===== src/rtl/uart_baud_gen.sv =====
// UART baud generator: fractional divisor register, enable control,
// and oversample (rx_tick) / bit-rate (tx_tick) tick outputs.
module uart_baud_gen #(
  parameter int unsigned DIV_W      = 16,
  parameter int unsigned FRAC_W     = 4,
  parameter int unsigned OVERSAMPLE = 16,
  parameter logic [31:0] DIV_ADDR   = 32'hC,
  parameter logic [31:0] CTRL_ADDR  = 32'h10,
  parameter int unsigned RESET_DIV  = 54,
  parameter int unsigned RESET_FRAC = 4
) (
  input  logic        clk,
  input  logic        reset,
  input  logic [31:0] addr,
  input  logic [31:0] wdata,
  input  logic        wr_en,
  output logic [31:0] rdata,
  output logic        rx_tick,
  output logic        tx_tick
);

  localparam int unsigned CW = DIV_W + 1;
  localparam int unsigned OW = $clog2(OVERSAMPLE);

  logic [DIV_W-1:0]  div;
  logic [DIV_W-1:0]  div_n;
  logic [DIV_W-1:0]  div_w;
  logic [FRAC_W-1:0] frac;
  logic [FRAC_W-1:0] frac_n;
  logic [FRAC_W-1:0] acc;
  logic [FRAC_W-1:0] acc_sum;
  logic              carry;
  logic              en;
  logic              en_n;
  logic [CW-1:0]     cnt;
  logic [OW-1:0]     os;
  logic              div_wr;
  logic              ctrl_wr;
  logic              unused_wdata;

  assign unused_wdata = ^wdata[31:DIV_W+FRAC_W];

  assign div_wr  = wr_en && (addr == DIV_ADDR);
  assign ctrl_wr = wr_en && (addr == CTRL_ADDR);

  assign div_w = (wdata[DIV_W-1:0] < DIV_W'(2))
               ? DIV_W'(2) : wdata[DIV_W-1:0];

  assign div_n  = div_wr  ? div_w : div;
  assign frac_n = div_wr  ? wdata[DIV_W+FRAC_W-1:DIV_W] : frac;
  assign en_n   = ctrl_wr ? wdata[0] : en;

  assign {carry, acc_sum} = {1'b0, acc} + {1'b0, frac};

  assign rx_tick = en && (cnt == '0);
  assign tx_tick = rx_tick && (os == OW'(OVERSAMPLE - 1));

  always_ff @(posedge clk) begin
    if (reset) begin
      div  <= DIV_W'(RESET_DIV);
      frac <= FRAC_W'(RESET_FRAC);
      en   <= 1'b1;
      cnt  <= CW'(RESET_DIV - 1);
      acc  <= '0;
      os   <= '0;
    end else begin
      div  <= div_n;
      frac <= frac_n;
      en   <= en_n;
      // Idle (or about to idle): park the counter one period out.
      if (!en || !en_n) begin
        cnt <= {1'b0, div_n} - CW'(1);
        acc <= '0;
        os  <= '0;
      end else if (rx_tick) begin
        cnt <= {1'b0, div} - CW'(1) + CW'(carry);
        acc <= acc_sum;
        os  <= os + OW'(1);
      end else begin
        cnt <= cnt - CW'(1);
      end
    end
  end

  always_comb begin
    rdata = '0;
    unique case (1'b1)
      (addr == DIV_ADDR):  rdata[DIV_W+FRAC_W-1:0] = {frac, div};
      (addr == CTRL_ADDR): rdata[0] = en;
      default: ;
    endcase
  end

endmodule


===== config.mk =====
export PLATFORM = sky130hd
export DESIGN_NAME = uart_baud_gen
export DESIGN_NICKNAME = d
export VERILOG_FILES = /design/src/rtl/uart_baud_gen.sv
export SDC_FILE = /design/constraint.sdc
export NUM_CORES = 1
export LEC_CHECK = 0
export ABC_CLOCK_PERIOD_IN_PS = 5200
export CORE_ASPECT_RATIO = 1.5
export CORE_MARGIN = 2
export CORE_UTILIZATION = 54
export CTS_CLUSTER_DIAMETER = 80
export DETAILED_ROUTE_END_ITERATION = 6
export DONT_BUFFER_PORTS = 1
export GPL_TIMING_DRIVEN = 0
export PLACE_DENSITY_LB_ADDON = 0.1
export SYNTH_ARGS = -nofsm -noshare
export SYNTH_HDL_FRONTEND = slang
export SYNTH_SLANG_ARGS = --single-unit
export TNS_END_PERCENT = 20

===== constraint.sdc =====
create_clock -name clk -period 5.2 [get_ports clk]
set_input_delay 0.52 -clock clk [delete_from_list [all_inputs] [get_ports clk]]
set_output_delay 0.52 -clock clk [all_outputs]
set_load 0.005 [all_outputs]

# After elaboration in Yosys (flattened, before gate mapping)
# Cells that the tools add are included.
[op_classes]
addsub = 6
n_lt_le_gt_ge = 1
eq_ne = 3
muxes = 7
reduce_logical = 9
[op_table]
columns = ["operator", "count"]
rows = [
  ["two-way mux 17 bit", 2],
  ["subtractor 16 x 1 -> 17 bit, second input constant", 2],
  ["== test 32 x 4 -> 1 bit, second input constant", 1],
  ["== test 32 x 5 -> 1 bit, second input constant", 1],
  ["two-way mux 16 bit", 2],
  ["two-way mux 19 bit", 1],
  ["adder 17 x 1 -> 17 bit", 1],
  ["zero test 17 bit", 1],
  ["subtractor 17 x 1 -> 17 bit, second input constant", 1],
  ["less-than comparator 16 x 2 -> 1 bit, second input constant", 1],
  ["adder 4 x 4 -> 5 bit", 1],
  ["adder 4 x 1 -> 4 bit, second input constant", 1],
  ["== test 4 bit, second input constant", 1],
  ["logical AND 1 bit", 4],
  ["zero test 1 bit", 2],
  ["one-hot mux 1 bit (2 select lines)", 1],
  ["OR reduction 2 bit", 1],
  ["logical OR 1 bit", 1],
  ["two-way mux 1 bit", 1],
]
[word_totals]
ff_bits = 46
word_cells = 32

# Depth between registers and ports, before layout
[depth]
depth_word = 6
mapped_depth = 14
ltp_nobuf = 14

# Least setup slack after synthesis
# OpenSTA, ideal clock, no wires.
[synth_path]
path_type = "input-to-reg"
startpoint = "input port wdata[8]"
endpoint = "register cnt[8]"
setup_time_ps = 128
arrival_ps = 3651
required_time_ps = 5072
slack_ps = 1421
stages = 12
n_path_buf = 0
cell_sequence = "or4_1 > nor4b_1 > nand2_1 > and3_1 > a21oi_1 > ha_1 > or4b_2 > nor4_1 > xnor2_1 > nand2_1 > a31oi_1 > nor2_1"
[synth_between]
elab_chain_len = 5
[synth_rtl]
columns = ["item", "line_no", "source"]
rows = [
  ["start: declaration", "15", "input logic [31:0] wdata,"],
  ["less-than comparator 16 x 2 -> 1 bit", "46", "assign div_w = (wdata[DIV_W-1:0] < DIV_W'(2))"],
  ["two-way mux 16 bit (*)", "47", "? DIV_W'(2) : wdata[DIV_W-1:0];"],
  ["two-way mux 16 bit (*)", "49", "assign div_n = div_wr ? div_w : div;"],
  ["subtractor 16 x 1 -> 17 bit (*)", "72", "cnt <= {1'b0, div_n} - CW'(1);"],
  ["two-way mux 17 bit (*)", "71", "if (!en || !en_n) begin"],
  ["end signal: assignment", "72", ""],
  ["end signal: assignment", "76", "cnt <= {1'b0, div} - CW'(1) + CW'(carry);"],
  ["end signal: assignment", "80", "cnt <= cnt - CW'(1);"],
  ["end: declaration", "35", "logic [CW-1:0] cnt;"],
]
# Mark *: on every way between the ends. The rest lies on a longest branch, timed or not.
# A chain may end at the register's enable or synchronous reset.

# Final worst setup path
[layout_path]
startpoint = "input port wdata[8]"
endpoint = "register cnt[10]"
# The elaborated chain is that of the path after synthesis.

==> results by group <==
Clocking
  – Clk sinks: 46
  – Total CTS buffers: 5
  – # Post-CTS Setup Buffers: 0
  – CTS Hold Bufs: 0
  – H-tree Lvls: 2
  – Root Buffer: clkbuf_8
  – Clk_lat worst skew: 0.31 ns
  – Resized Gates After CTS: 0
  – CTS clock-pin slew for the worst setup and hold paths: 0.10 ns
  – Longest Clk Path Bufs: 2
  – TritonCTS clock tree: built

Worst setup path
  – Crit path max fanout: 6
  – Startpoint types: input pin
  – R2R depth: 14
  – FF-to-FF setup slack: 1.61 ns
  – Setup CP Type: in -> reg
  – Reg2reg end: cnt[16]
  – Kind of end point of the critical path: flip-flop
  – Worst reg2reg path startpoint: frac[0]
  – Max stage delay on crit path: 0.97 ns
  – CP max-delay cell: nor4b_1
  – CP arrival: 4.62 ns
  – Most used cell, CP: nor4b_1
  – Critical Path RT: 5.44 ns
  – Critical Path Start: wdata[8]
  – Cell Chain, Critical Path: or4_1 > nor4b_1 > nand2_1 > and3_1 > a21oi_1 > ha_1 > nor4b_1 > nor3b_1 > mux2i_1 > xnor2_1 > a211oi_1

Yosys
  – Yosys cell types: 53
  – Synthesized flop and latch total: 46
  – Post-Syn Instances: 456
  – Async set-reset flop share out of synthesis: 0%
  – Yosys top cell area share: 26.6%
  – Syn Std Cell Area: 3470 µm²
  – Syn_area_per_cell: 7.61 µm²
  – Main area contributors after synthesis: dfxtp_1, xnor2_1, nand2_1, xor2_1, nor2_1
  – Predominant post-synthesis flop cell: dfxtp_1
  – Seq/Total Area, Yosys: 26.6%
  – Synthesis Warnings: 0
  – EDFF count, synth: 0
  – Post-synth top area cell: dfxtp_1

STA
  – Final worst path period need: 4.38 ns
  – Fmax: 0.228 GHz
  – Setup-failing EPs final: 0
  – RSZ-0062 raised after global routing: no
  – Max-slew headroom: 13.2%
  – Pins Over Slew Limit: 0
  – Final hold violation count: 0
  – Worst-Margin Slew: 1.29 ns
  – Setup TNS: 0 ns
  – Final Skew: 0.0140 ns
  – Fin crit share: 84.2%

Worst hold path
  – Hold Path Stages: 2
  – Hold Crit Start: wdata[18]
  – Class of the worst hold path: in -> reg
  – Hold endpoint: frac[2]

Placed design
  – Detailed placement HPWL: 7.45 mm
  – Placed insts: 541
  – Placer Congestion: 0.843
  – Port Buf Inserts: 0

Route
  – Drt total wl: 9.60 mm
  – DRT iter0 DRCs: 130
  – DR DRC count: 0
  – Antenna viol nets, final: 0
  – Wire per inst: 17.5 µm
  – Drt first pass iters: 4
  – Via density: 5.97
  – DR vias: 3276

Power
  – Clk pwr share: 36.8%
  – Combinational share of power: 7.0%
  – Leak: 1.34 nW
  – Pint: 0.471 mW
  – Net Sw Frac: 26.1%
  – PD cells: 173 nW/µm²
  – Max IR drop VDD: 0.144 mV
  – Switching Power: 0.166 mW
  – Flop pwr share: 56.3%

Die
  – Num ports: 101
  – Die Ht: 102 µm
  – Row count: 35
  – Initial Utilization: 56.2%
  – Die area: 7090 µm²
  – Die W: 69.4 µm
  – Core area: 6170 µm²

Run
  – Max_cap viols: 0

Final layout
  – # diodes: 0
  – Layout fillers: 604
  – Synth-to-Final Area Change: 6.46%
  – Final Util: 59.8%
  – Most common cell after layout, fill and taps aside: nand2_1
  – Commonest cells after routing, fill and taps aside: nand2_1, dfxtp_1, nor2_1
  – Nets: 551
  – Multi-input gate area: 2320 µm²
  – Layout cell share with drive strength beyond 1: 8.00%
  – Non-Filler Instances: 549
  – Reg area: 921 µm²

GRT
  – Initial antenna violation count: 0
  – Vias in the first global route: 3255
  – First-pass GRT wire length: 15.7 mm
  – Largest net degree at the start of global routing: 16
  – Aggregate global-route resource usage: 27.9%
  – Gr ovfl total: 0

Outcome
  – Outcome: finished clean
-- kinds of logic (layout without fill, tap and decap cells) --
logic type               Yosys count  after routing  share of synthesized area (%)
AO/OA/AOI/OAI                     73             73                           13.9
adder cells (fa/ha/maj)           10             10                           3.82
AND/OR/NAND/NOR                  217            217                           32.9
multiplexers                      10             10                           2.89
other                              1             12                          0.108
XOR/XNOR                          48             48                           12.1
buffers and inverters             51             59                           7.65
flip-flops                        46             46                           26.6
-- area by class of cell --
cell class / count / area share (%)
plain buffers: 40 / 6.07
well taps: 74 / 2.51
clock buffers: 5 / 1.86
multi-input cells: 370 / 62.9
inverters: 11 / 1.12
flip-flops and latches: 46 / 24.9
clock inverters: 3 / 0.576
-- sequential cells by signal, summed over array words and instances, names as in the netlist --
signal  flops
acc         4
cnt        17
div        16
en          1
frac        4
os          4
-- metal layers --
| metal | vias up | part of all wire [%] | global-route usage [%] |
|---|---|---|---|
| met5 | - | 0 | 0 |
| li1 | 1619 | - | - |
| met1 | 1542 | 41 | 32.3 |
| met2 | 101 | 52 | 52.4 |
| met3 | 14 | 4.7 | 3.85 |
| met4 | 0 | 2.1 | 9.50 |
-- Yosys cell counts, drive strengths merged, types with 7 or more instances --
cell / instances
a211oi: 10
mux2i: 10
buf: 22
a21oi: 27
and2: 17
xor2: 19
nand3: 14
a211o: 8
nand2: 61
o211ai: 7
dfxtp: 46
nor4: 18
inv: 11
xnor2: 29
nor3: 16
nor2: 40
clkbuf: 18
or4: 9
ha: 9
-- worst max-delay path: cells and delay by family --
kind                     cells  cell delay [ns]
AND/OR/NAND/NOR              6             3.03
adder cells (fa/ha/maj)      1             0.31
XOR/XNOR                     1             0.19
AO/OA/AOI/OAI                2             0.45
multiplexers                 1             0.11
-- power groups by stage --
stage / registers, mW / logic [mW] / clock network (mW)
2_1_floorplan: 0.366 / 0.0354 / 0
3_3_place_gp: 0.367 / 0.0432 / 0
3_5_place_dp: 0.367 / 0.0437 / 0
4_1_cts: 0.359 / 0.0439 / 0.235
5_1_grt: 0.359 / 0.0491 / 0.249
6_report: 0.359 / 0.0443 / 0.234
-- through the flow --
stage          hold WS, ns  cell area (µm²)  total power [mW]  setup WS [ns]
3_3_place_gp         0.441             3600             0.410          0.581
6_report             0.328             3690             0.637          0.819
4_1_cts              0.336             3690             0.638          0.849
3_5_place_dp         0.452             3600             0.411          0.521
5_1_grt              0.329             3690             0.658          0.421
2_1_floorplan        0.436             3510             0.402           1.42
-- how the worst max path moves through the flow --
stage | cells past startpoint | endpoint | slack (ns)
4_1_cts | 11 | cnt[10] | 0.85
6_report | 11 | cnt[10] | 0.82
2_1_floorplan | 12 | cnt[8] | 1.42
3_5_place_dp | 11 | cnt[10] | 0.52
5_1_grt | 11 | cnt[10] | 0.42
3_3_place_gp | 11 | cnt[10] | 0.58
Power figures use the tool's default switching activity.
